===== config.mk =====
export PLATFORM = sky130hd
export DESIGN_NAME = axi_rd_arb
export DESIGN_NICKNAME = d
export VERILOG_FILES = /design/src/rtl/axi_rd_arb_pkg.sv /design/src/rtl/axi_rd_arb_rr_arbiter.sv /design/src/rtl/axi_rd_arb.sv
export SDC_FILE = /design/constraint.sdc
export NUM_CORES = 1
export LEC_CHECK = 0
export ABC_AREA = 1
export CAP_MARGIN = 15
export CORE_MARGIN = 4
export CORE_UTILIZATION = 39
export DETAILED_ROUTE_END_ITERATION = 16
export PLACE_DENSITY = 0.89
export SYNTH_ARGS = -nofsm -noshare
export SYNTH_HDL_FRONTEND = slang
export SYNTH_HIERARCHICAL = 1
export SYNTH_SLANG_ARGS = --single-unit
export TNS_END_PERCENT = 1

===== constraint.sdc =====
create_clock -name clk -period 6.6 [get_ports clk]
set_input_delay 0.66 -clock clk [delete_from_list [all_inputs] [get_ports clk]]
set_output_delay 0.66 -clock clk [all_outputs]
set_load 0.02 [all_outputs]

===== src/rtl/axi_rd_arb_pkg.sv =====
// axi_rd_arb_pkg: shared FSM encoding, ARID layout, RRESP codes and burst-count rule for axi_rd_arb
package axi_rd_arb_pkg;
  typedef enum logic {IDLE = 1'b0, BUSY = 1'b1} state_e;
  localparam logic [1:0] RRESP_OKAY = 2'b00;
  localparam logic [1:0] RRESP_SLVERR = 2'b10;
  function automatic int idx_w(input int nreq);
    return (nreq < 2) ? 1 : $clog2(nreq);
  endfunction
  function automatic int seq_w(input int id_w, input int nreq);
    return id_w - idx_w(nreq);
  endfunction
  // A burst count of zero still occupies one outstanding slot
  function automatic logic [3:0] eff_num(input logic [3:0] num);
    return (num == 4'd0) ? 4'd1 : num;
  endfunction
endpackage


===== src/rtl/axi_rd_arb_rr_arbiter.sv =====
// axi_rd_arb_rr_arbiter: round-robin pick of the first request at or after ptr
module axi_rd_arb_rr_arbiter
  import axi_rd_arb_pkg::*;
#(
  parameter int N  = 2,
  parameter int IW = idx_w(N)
) (
  input  logic [N-1:0]  req_i,
  input  logic [IW-1:0] ptr_i,
  output logic [N-1:0]  gnt_o,
  output logic [IW-1:0] gnt_idx_o
);
  logic [IW-1:0] j;
  // Walk the offsets from farthest to nearest so the nearest hit wins
  always_comb begin
    gnt_o = '0;
    gnt_idx_o = '0;
    j = '0;
    for (int k = N - 1; k >= 0; k--) begin
      j = IW'((int'(ptr_i) + k) % N);
      if (req_i[j]) begin
        gnt_o = N'(1) << j;
        gnt_idx_o = j;
      end
    end
  end
endmodule


===== src/rtl/axi_rd_arb.sv =====
// axi_rd_arb: round-robin AXI read-request arbiter with per-requester outstanding budget and RID routing
module axi_rd_arb
  import axi_rd_arb_pkg::*;
#(
  parameter int NREQ         = 2,
  parameter int ARID_WIDTH   = 4,
  parameter int ARADDR_WIDTH = 10,
  parameter int RDATA_WIDTH  = 64,
  parameter int MAX_OUTST    = 15
) (
  input  logic                         clk,
  input  logic                         rst_n,
  input  logic [NREQ-1:0]              req_arvld,
  output logic [NREQ-1:0]              req_arrdy,
  input  logic [NREQ*ARADDR_WIDTH-1:0] req_araddr,
  input  logic [NREQ*8-1:0]            req_arlen,
  input  logic [NREQ*3-1:0]            req_arsize,
  input  logic [NREQ*2-1:0]            req_arburst,
  input  logic [NREQ*3-1:0]            req_arstr,
  input  logic [NREQ*4-1:0]            req_arnum,
  output logic [NREQ-1:0]              req_rvld,
  input  logic [NREQ-1:0]              req_rrdy,
  output logic [RDATA_WIDTH-1:0]       req_rdata,
  output logic [1:0]                   req_rresp,
  output logic                         req_rlast,
  output logic [ARID_WIDTH-1:0]        lsu_axi_arid,
  output logic [ARADDR_WIDTH-1:0]      lsu_axi_araddr,
  output logic [7:0]                   lsu_axi_arlen,
  output logic [2:0]                   lsu_axi_arsize,
  output logic [1:0]                   lsu_axi_arburst,
  output logic [2:0]                   lsu_axi_arstr,
  output logic [3:0]                   lsu_axi_arnum,
  output logic                         lsu_axi_arvld,
  input  logic                         axi_lsu_arrdy,
  input  logic [ARID_WIDTH-1:0]        axi_lsu_rid,
  input  logic [RDATA_WIDTH-1:0]       axi_lsu_rdata,
  input  logic [1:0]                   axi_lsu_rresp,
  input  logic                         axi_lsu_rlast,
  input  logic                         axi_lsu_rvld,
  output logic                         lsu_axi_rrdy,
  output logic                         arb_err
);
  localparam int IDX_W = idx_w(NREQ);
  localparam int SEQ_W = seq_w(ARID_WIDTH, NREQ);
  localparam int OW = $clog2(MAX_OUTST + 1);
  localparam int SW = ((OW > 4) ? OW : 4) + 1;
  localparam logic [IDX_W-1:0] LAST_IDX = IDX_W'(NREQ - 1);
  localparam logic [IDX_W:0] NREQ_L = (IDX_W + 1)'(NREQ);

  state_e state_q, state_d;
  logic [IDX_W-1:0] ptr_q, ptr_d, win_q, gnt_idx, rid_idx;
  logic [SEQ_W-1:0] seq_q [NREQ];
  logic [OW-1:0] outst_q [NREQ];
  logic [OW-1:0] outst_d [NREQ];
  logic [NREQ-1:0] elig, gnt;
  logic [ARID_WIDTH-1:0] arid_q;
  logic [ARADDR_WIDTH-1:0] araddr_q;
  logic [7:0] arlen_q;
  logic [2:0] arsize_q, arstr_q;
  logic [1:0] arburst_q;
  logic [3:0] arnum_q;
  logic err_q, err_d, grant, accept, bad, beat_last, unused_seq;

  assign rid_idx = axi_lsu_rid[ARID_WIDTH-1 -: IDX_W];
  assign unused_seq = ^axi_lsu_rid[SEQ_W-1:0];
  assign bad = {1'b0, rid_idx} >= NREQ_L;
  assign grant = (state_q == IDLE) && (|elig);
  assign accept = (state_q == BUSY) && axi_lsu_arrdy;
  assign beat_last = axi_lsu_rvld & lsu_axi_rrdy & axi_lsu_rlast & ~bad;

  always_comb begin
    elig = '0;
    for (int i = 0; i < NREQ; i++)
      elig[i] = req_arvld[i] &&
                (SW'(outst_q[i]) + SW'(eff_num(req_arnum[i*4 +: 4])) <= SW'(MAX_OUTST));
  end

  axi_rd_arb_rr_arbiter #(.N(NREQ), .IW(IDX_W)) u_rr (
    .req_i    (elig),
    .ptr_i    (ptr_q),
    .gnt_o    (gnt),
    .gnt_idx_o(gnt_idx)
  );

  always_ff @(posedge clk or negedge rst_n)
    if (!rst_n) state_q <= IDLE;
    else state_q <= state_d;

  always_comb
    state_d = (state_q == IDLE) ? ((|elig) ? BUSY : IDLE) : (axi_lsu_arrdy ? IDLE : BUSY);

  // Grant pulse is masked while reset is held so nothing is acknowledged during reset
  always_comb begin
    lsu_axi_arvld = state_q == BUSY;
    req_arrdy = (state_q == IDLE && rst_n) ? gnt : '0;
  end

  always_ff @(posedge clk or negedge rst_n)
    if (!rst_n) begin
      win_q <= '0;
      arid_q <= '0;
      araddr_q <= '0;
      arlen_q <= '0;
      arsize_q <= '0;
      arburst_q <= '0;
      arstr_q <= '0;
      arnum_q <= '0;
    end else if (grant) begin
      win_q <= gnt_idx;
      arid_q <= {gnt_idx, seq_q[gnt_idx]};
      araddr_q <= req_araddr[gnt_idx*ARADDR_WIDTH +: ARADDR_WIDTH];
      arlen_q <= req_arlen[gnt_idx*8 +: 8];
      arsize_q <= req_arsize[gnt_idx*3 +: 3];
      arburst_q <= req_arburst[gnt_idx*2 +: 2];
      arstr_q <= req_arstr[gnt_idx*3 +: 3];
      arnum_q <= req_arnum[gnt_idx*4 +: 4];
    end

  assign ptr_d = accept ? ((win_q == LAST_IDX) ? '0 : win_q + 1'b1) : ptr_q;

  // Increment on downstream accept and decrement on a last beat may hit the same counter
  always_comb begin
    err_d = err_q | (axi_lsu_rvld & bad);
    for (int i = 0; i < NREQ; i++) begin
      outst_d[i] = outst_q[i]
                 + ((accept && win_q == IDX_W'(i)) ? OW'(eff_num(arnum_q)) : '0)
                 - ((beat_last && rid_idx == IDX_W'(i) && outst_q[i] != '0) ? OW'(1) : '0);
      if (beat_last && rid_idx == IDX_W'(i) && outst_q[i] == '0) err_d = 1'b1;
    end
  end

  always_ff @(posedge clk or negedge rst_n)
    if (!rst_n) begin
      ptr_q <= '0;
      err_q <= 1'b0;
      for (int i = 0; i < NREQ; i++) begin
        seq_q[i] <= '0;
        outst_q[i] <= '0;
      end
    end else begin
      ptr_q <= ptr_d;
      err_q <= err_d;
      for (int i = 0; i < NREQ; i++) begin
        outst_q[i] <= outst_d[i];
        if (accept && win_q == IDX_W'(i)) seq_q[i] <= seq_q[i] + 1'b1;
      end
    end

  always_comb begin
    req_rvld = '0;
    if (!bad) req_rvld[rid_idx] = axi_lsu_rvld;
    lsu_axi_rrdy = bad ? 1'b1 : req_rrdy[rid_idx];
  end

  assign req_rdata = axi_lsu_rdata;
  assign req_rresp = axi_lsu_rresp;
  assign req_rlast = axi_lsu_rlast;
  assign lsu_axi_arid = arid_q;
  assign lsu_axi_araddr = araddr_q;
  assign lsu_axi_arlen = arlen_q;
  assign lsu_axi_arsize = arsize_q;
  assign lsu_axi_arburst = arburst_q;
  assign lsu_axi_arstr = arstr_q;
  assign lsu_axi_arnum = arnum_q;
  assign arb_err = err_q;
endmodule


==> flow_metrics.py, run 1 <==
metrics = {
    "run_status": {
        "status": "finished clean",
    },
    "yosys": {
        "synthesis.nets": 645,
        "synthCells": 482,
        "ys_seq_area_share_pct": 34.7,
        "netlist_area_um2": 3680,
        "synth-seq-cells": 51,
        "yosys_warnings": 6,
        "synth_cell_type_count": 31,
        "synth.avg_cell_area_um2": 7.64,
    },
    "route": {
        "drc": 0,
        "first_pass_iters": 5,
        "drtAntennaViolNets": 0,
        "totalWireLength_mm": 8.67,
        "vias_per_cell": 4.84,
        "drt-wirelength-per-cell_um": 13.8,
        "dr.first_iter.drc_count": 185,
        "dr_total_vias": 3033,
    },
    "clock_tree": {
        "cts_tree": "built",
        "post-cts-setup-buffers": 0,
        "clk_path_buf_depth": 2,
        "cts_buffers": 5,
        "cts_resized": 0,
        "insertion_delay_ns": 0.30,
        "cts_hold_buf": 0,
        "cts_sinks": 51,
        "clkSlewWorstSetupHoldPaths_ns": 0.08,
        "cts_root_buf": "clkbuf_8",
        "cts_max_level": 2,
    },
    "worst_setup_path": {
        "cpLargestDelayFamily": "buffers and inverters",
        "path_class": "input port to output port",
        "crit_top_cell": "nand2_1",
        "cpPeakStageDelay_ns": 0.62,
        "path_max_fanout": 3,
        "path_buf_inv": 4,
        "crit_chain": "clkdlybuf4s50_1 > nor3_1 > or2_2 > ha_1 > fa_1 > nand2_1 > nand2_1 > nand2_1 > nand2_1 > inv_1 > inv_1 > a21oi_4 > and3_1 > clkdlybuf4s50_1",
        "cp-end-kind": "output port",
        "arrival_ns": 3.47,
        "crit_slowest_cell": "clkdlybuf4s50_1",
        "crit_path_start_kind": "input port",
        "cp_data_required_time_ns": 5.94,
    },
    "floorplanning": {
        "die_w_um": 105,
        "core_um2": 9200,
        "die_area_um2": 11100,
        "start_util_pct": 40.0,
        "io-pin-count": 247,
        "die_h_um": 105,
        "rows": 35,
    },
    "cells_and_area": {
        "layout-drive-gt1-share_pct": 4.65,
        "area_growth_pct": 19.5,
        "antenna_cells": 0,
        "nets": 678,
        "fin_cells": 627,
    },
    "placement": {
        "dp.cells": 619,
        "dpl.hpwl_mm": 6.61,
        "port_buffers": 111,
        "place.gp.congestion": 0.835,
    },
    "global_route": {
        "grt-ovfl-total": 0,
        "antenna_found_initial": 0,
        "grt_first_pass_wirelength_mm": 14.3,
        "track_usage_pct": 15.9,
        "grt_pass1_vias": 3088,
        "grt_max_degree": 68,
    },
    "sta": {
        "tns_ns": 0,
        "slew_violations": 0,
        "post-route-min-period_ns": 4.13,
        "fmax_mhz": 242,
        "tightestPinTransition_ns": 0.682,
        "relSlewSlack_pct": 54.5,
        "hold_violations": 0,
        "clock_skew_ns": 0.0126,
        "period_share_pct": 62.6,
        "setup_violations": 0,
        "rsz0062_at_grt": "no",
    },
    "pwr": {
        "combPwrFrac_pct": 59.3,
        "p_int_mw": 1.01,
        "sw_frac_of_total_pct": 45.7,
        "p_sw_uw": 849,
        "p_leak_nw": 2.23,
        "peakVddDrop_uv": 159,
        "clock_power_share_pct": 9.4,
        "seqPwrFrac_pct": 31.2,
        "power_density_nw_per_um2": 422,
    },
    "run": {
        "cap_violations": 0,
    },
    "worst_hold_path": {
        "hp-class": "flop to flop",
    },
}
[sequential cells by signal, summed over array words and instances (netlist names), 3 cells and up]
name and count:
lsu_axi_araddr 10, outst_q 8, lsu_axi_arnum 4, lsu_axi_arsize 3
seq_q 6, lsu_axi_arid 3, lsu_axi_arlen 8, lsu_axi_arstr 3
[cell type report]
class,count,area (µm²)
clock buffers,6,72.6
clock inverters,2,12.5
fillers,858,4800
inverters,70,263
multi-input cells,273,1510
flip-flops and latches,51,1280
well taps,111,139
repair buffers,114,1130
[stage by stage]
step	worst slack (ns)	cell area [µm²]	utilization [%]	power [mW]	hold WS, ns
4_1_cts	2.45	4400	47.9	1.88	0.479
2_1_floorplan	3.55	3680	-	1.36	0.364
3_5_place_dp	2.46	4320	46.9	1.70	0.458
5_1_grt	2.35	4400	47.9	2.04	0.498
6_report	2.47	4400	47.9	1.86	0.475
3_3_place_gp	2.52	4320	46.9	1.63	0.454
[final timing paths]
path	cells after the start	end	slack [ns]	start
max in group asynchronous	2	lsu_axi_araddr[5]	5.67	rst_n
worst max-delay path	14	req_arrdy[1]	2.47	req_arnum[5]
worst min-delay path	2	lsu_axi_arlen[6]	0.47	lsu_axi_arlen[6]
min in group asynchronous	2	lsu_axi_arsize[0]	0.48	rst_n
worst max register to register	14	lsu_axi_arnum[0]	3.96	outst_q[0]
worst min register to register	2	lsu_axi_arlen[6]	0.47	lsu_axi_arlen[6]
[layer usage]
metal	vias up	wire, µm	global-route usage, %
met5	-	0	0
met4	0	219	6.47
met3	26	755	5.44
met2	129	4270	28.2
met1	1401	3420	17.4
li1	1477	-	-
[cells by family (layout without fill, tap and decap cells)]
family / Yosys count / count (layout) / share of synthesized area [%]
AND/OR/NAND/NOR: 196 / 196 / 23.1
buffers and inverters: 158 / 192 / 24.5
flip-flops: 51 / 51 / 34.7
AO/OA/AOI/OAI: 44 / 44 / 6.46
adder cells (fa/ha/maj): 24 / 24 / 8.97
XOR/XNOR: 8 / 8 / 1.90
multiplexers: 1 / 1 / 0.306
[worst min-delay path, stage by stage (launching register included)]
cell and delay (ns):
dfrtp_1 0.35, nand2_1 0.05, nand2_1 0.05
[cells in the final DEF, fill, tap and decap left out]
cell | netlist | routed
buf_2 | 5 | 1
a21oi_1 | 2 | 2
nor2_1 | 7 | 7
dfrtp_1 | 51 | 51
nor3_1 | 2 | 2
nor2_4 | 2 | 2
a21oi_4 | 0 | 1
nand2_2 | 1 | 1
and3_1 | 2 | 2
xor2_1 | 5 | 5
a21oi_2 | 2 | 1
clkinv_2 | 0 | 1
nand3b_1 | 2 | 2
o31ai_1 | 1 | 1
clkbuf_1 | 5 | 1
a21boi_2 | 1 | 1
a31oi_1 | 1 | 1
nand3_2 | 1 | 1
xnor2_1 | 3 | 3
fa_1 | 4 | 4
and2_1 | 2 | 2
inv_1 | 69 | 69
nand2_1 | 133 | 133
nand2_4 | 2 | 2
ha_1 | 20 | 20
buf_4 | 75 | 3
clkinvlp_4 | 0 | 1
mux2_2 | 1 | 1
o21ai_0 | 37 | 37
or2_2 | 2 | 2
clkbuf_8 | 0 | 5
nand4_1 | 2 | 2
inv_2 | 1 | 1
clkdlybuf4s50_1 | 0 | 110
nand3_1 | 38 | 38
[power by group through the flow]
| stage | sequential [mW] | combinational, mW | clock (mW) |
|---|---|---|---|
| floorplan | 0.686 | 0.676 | 0 |
| global route | 0.600 | 1.24 | 0.202 |
| finish | 0.580 | 1.10 | 0.175 |
| CTS | 0.578 | 1.12 | 0.185 |
| global placement | 0.575 | 1.05 | 0 |
| detailed placement | 0.583 | 1.11 | 0 |
[Yosys cell counts, drive strengths merged]
cell type	number	share of area [%]
nand4	2	0.34
nor3	2	0.27
nand2	136	14
o21ai	37	5.0
mux2	1	0.31
nor2	9	1.3
clkbuf	5	0.51
ha	20	6.8
xor2	5	1.2
o31ai	1	0.20
a21oi	4	0.75
dfrtp	51	35
and2	2	0.34
and3	2	0.34
xnor2	3	0.71
nand3b	2	0.41
fa	4	2.2
inv	70	7.1
nand3	39	5.4
a21boi	1	0.31
a31oi	1	0.17
or2	2	0.34
buf	83	17
No activity file was read; power rests on OpenSTA's default activity.
==> run 2: changes to the inputs <==
--- a/config.mk
+++ b/config.mk
@@ -8,9 +8,9 @@
 export ABC_AREA = 1
 export CAP_MARGIN = 15
 export CORE_MARGIN = 4
-export CORE_UTILIZATION = 39
+export CORE_UTILIZATION = 33
 export DETAILED_ROUTE_END_ITERATION = 16
-export PLACE_DENSITY = 0.89
+export PLACE_DENSITY = 0.8
 export SYNTH_ARGS = -nofsm -noshare
 export SYNTH_HDL_FRONTEND = slang
 export SYNTH_HIERARCHICAL = 1
==> constraint.sdc (replaced) <==
create_clock -name clk -period 3.8 [get_ports clk]
set_input_delay 0.38 -clock clk [delete_from_list [all_inputs] [get_ports clk]]
set_output_delay 0.38 -clock clk [all_outputs]
set_load 0.02 [all_outputs]
==> run 2 against run 1 <==
Effect of this change: sequential share of layout area decreased by 0.34 points; final cell count rose by 4.9%; non-clock buffer count is 2 higher; combinational power increased by 75%; register-to-register slack worse by 2.8 ns; critical path depth is the same; die area up 17%; power rose by 74%; wire length is 2.4% higher; core utilization down 7.0 points; hold slack better by 0.0016 ns; clock-buffer cell count fell by 1.
==> flow_metrics.py, run 2 (synthesized netlist as in run 1, its figures left out) <==
metrics = {
    "worst_setup_path": {
        "path_max_fanout": 3,
        "crit_slowest_cell": "clkdlybuf4s50_1",
        "crit_path_start_kind": "input port",
        "r2r_setup_slack_ns": 1.19,
        "cpPeakStageDelay_ns": 0.63,
        "arrival_ns": 3.22,
        "r2r-end": "lsu_axi_arsize[0]",
        "worstRegToRegCells": 13,
        "rr_startpoint": "outst_q[0]",
        "path_buf_inv": 4,
        "cp_data_required_time_ns": 3.42,
        "crit_chain": "clkdlybuf4s50_1 > nor3_1 > or2_2 > ha_1 > fa_1 > nand2_1 > nand2_1 > nand2_1 > nand2_1 > inv_1 > inv_1 > a21oi_4 > and3_1 > clkdlybuf4s50_1",
        "cpLargestDelayFamily": "buffers and inverters",
        "cp-end-kind": "output port",
        "crit_top_cell": "nand2_1",
        "path_class": "input port to output port",
    },
    "placement": {
        "dpl.hpwl_mm": 6.85,
        "port_buffers": 111,
        "place.gp.congestion": 0.863,
    },
    "floorplanning": {
        "die_h_um": 114,
        "io-pin-count": 247,
        "core_um2": 10900,
        "die_area_um2": 12900,
        "start_util_pct": 33.8,
        "rows": 38,
        "die_w_um": 114,
    },
    "sta": {
        "whs_ns": 0.476,
        "period_share_pct": 94.6,
        "hold_violations": 0,
        "post-route-min-period_ns": 3.60,
        "slew_violations": 0,
        "fmax_mhz": 278,
        "rsz0062_at_grt": "no",
        "clock_skew_ns": 0.00901,
        "tightestPinTransition_ns": 0.575,
        "setup_violations": 0,
        "relSlewSlack_pct": 61.6,
        "tns_ns": 0,
    },
    "global_route": {
        "grt_first_pass_wirelength_mm": 14.7,
        "grt-ovfl-total": 0,
        "antenna_found_initial": 0,
        "track_usage_pct": 13.8,
        "grt_max_degree": 68,
        "grt_use_met1_pct": 15.1,
        "grtUsageMet2_pct": 25.2,
        "grt_pass1_vias": 3162,
        "grt-busiest-layer": "met2",
        "grt_use_met3_pct": 3.13,
    },
    "pwr": {
        "power_density_nw_per_um2": 727,
        "p_leak_nw": 2.24,
        "peakVddDrop_uv": 271,
        "finalPower_mw": 3.24,
    },
    "cells_and_area": {
        "largest_reg_flops": 10,
        "fillers": 1103,
        "seq_area_um2": 1280,
        "antenna_cells": 0,
        "layout-drive-gt1-share_pct": 5.02,
        "multi_input_area_um2": 1510,
        "nets": 680,
        "final_cell_mix": "133 x nand2_1, 110 x clkdlybuf4s50_1, 69 x inv_1, 51 x dfrtp_1, 38 x nand3_1",
        "layout_commonest_cell": "nand2_1",
        "area_growth_pct": 21.0,
    },
    "clock_tree": {
        "cts_sinks": 51,
        "cts_tree": "built",
        "clkSlewWorstSetupHoldPaths_ns": 0.09,
        "post-cts-setup-buffers": 0,
        "cts_buffers": 5,
        "insertion_delay_ns": 0.30,
        "cts_max_level": 2,
        "cts_root_buf": "clkbuf_8",
        "clk_path_buf_depth": 2,
    },
    "route": {
        "drc": 0,
        "drt-wirelength-per-cell_um": 13.5,
        "totalWireLength_mm": 8.88,
        "dr.first_iter.drc_count": 136,
        "first_pass_iters": 4,
        "drtAntennaViolNets": 0,
        "vias_per_cell": 4.55,
        "dr_total_vias": 2991,
    },
    "worst_hold_path": {
        "worst_hold_startpoint": "lsu_axi_arlen[0]",
        "min_to": "lsu_axi_arlen[0]",
        "hold_depth": 2,
        "hp-class": "flop to flop",
    },
    "run_status": {
        "status": "finished clean",
    },
    "run": {
        "cap_violations": 0,
    },
}
run 2: cell types whose count changed in the layout (fill, tap and decap cells not counted), sizes merged:
cell / change
clkinv: +2
clkinvlp: -1
buf: +1
dlygate4sd3: +1
clkbuf: -1
run 2: tightest hold or removal path, stage by stage (launching register included):
cell     delay [ns]
dfrtp_1        0.35
nand2_1        0.05
nand2_1        0.04
run 2: worst max-delay path by stage:
stage / startpoint / endpoint / cells after the start
floorplan: req_arnum[7] / req_arrdy[1] / 13
global placement: req_arnum[5] / req_arrdy[1] / 14
detailed placement: req_arnum[7] / req_arrdy[1] / 14
CTS: req_arnum[7] / req_arrdy[1] / 14
global route: req_arnum[7] / req_arrdy[1] / 14
finish: req_arnum[7] / req_arrdy[1] / 14
run 2: cell type report:
| type | instances | share of cell area [%] |
|---|---|---|
| multi-input combinational | 273 | 33.9 |
| sequential | 51 | 28.7 |
| timing repair buffer | 116 | 25.7 |
| inverter | 70 | 5.90 |
| tap | 140 | 3.93 |
| clock buffer | 5 | 1.55 |
| clock inverter | 3 | 0.337 |
run 2: routing by layer:
layer / part of all wire (%) / vias to the layer above
met3: 6.9 / 30
met5: 0 / -
li1: - / 1479
met2: 52 / 109
met4: 3.4 / 0
met1: 38 / 1373
run 2: repair_timing:
action,CTS,global route
resized for setup,0,0
hold endpoints to repair,11,0
hold buffers,1,0
run 2: power breakdown:
group | internal (mW) | switching (mW) | total [mW]
Clock | 0.127 | 0.179 | 0.306
Combinational | 0.813 | 1.11 | 1.93
Sequential | 0.814 | 0.190 | 1.00
run 2: through the flow:
step                      setup slack, ns  instances  cell area [µm²]  util (%)
after floorplan                      1.31        482             3680         -
after global placement              0.253        649             4360      40.0
after detailed placement            0.197        649             4360      40.0
after CTS                           0.188        658             4450      40.9
after global routing               0.0740        658             4450      40.9
final                               0.204        658             4450      40.9
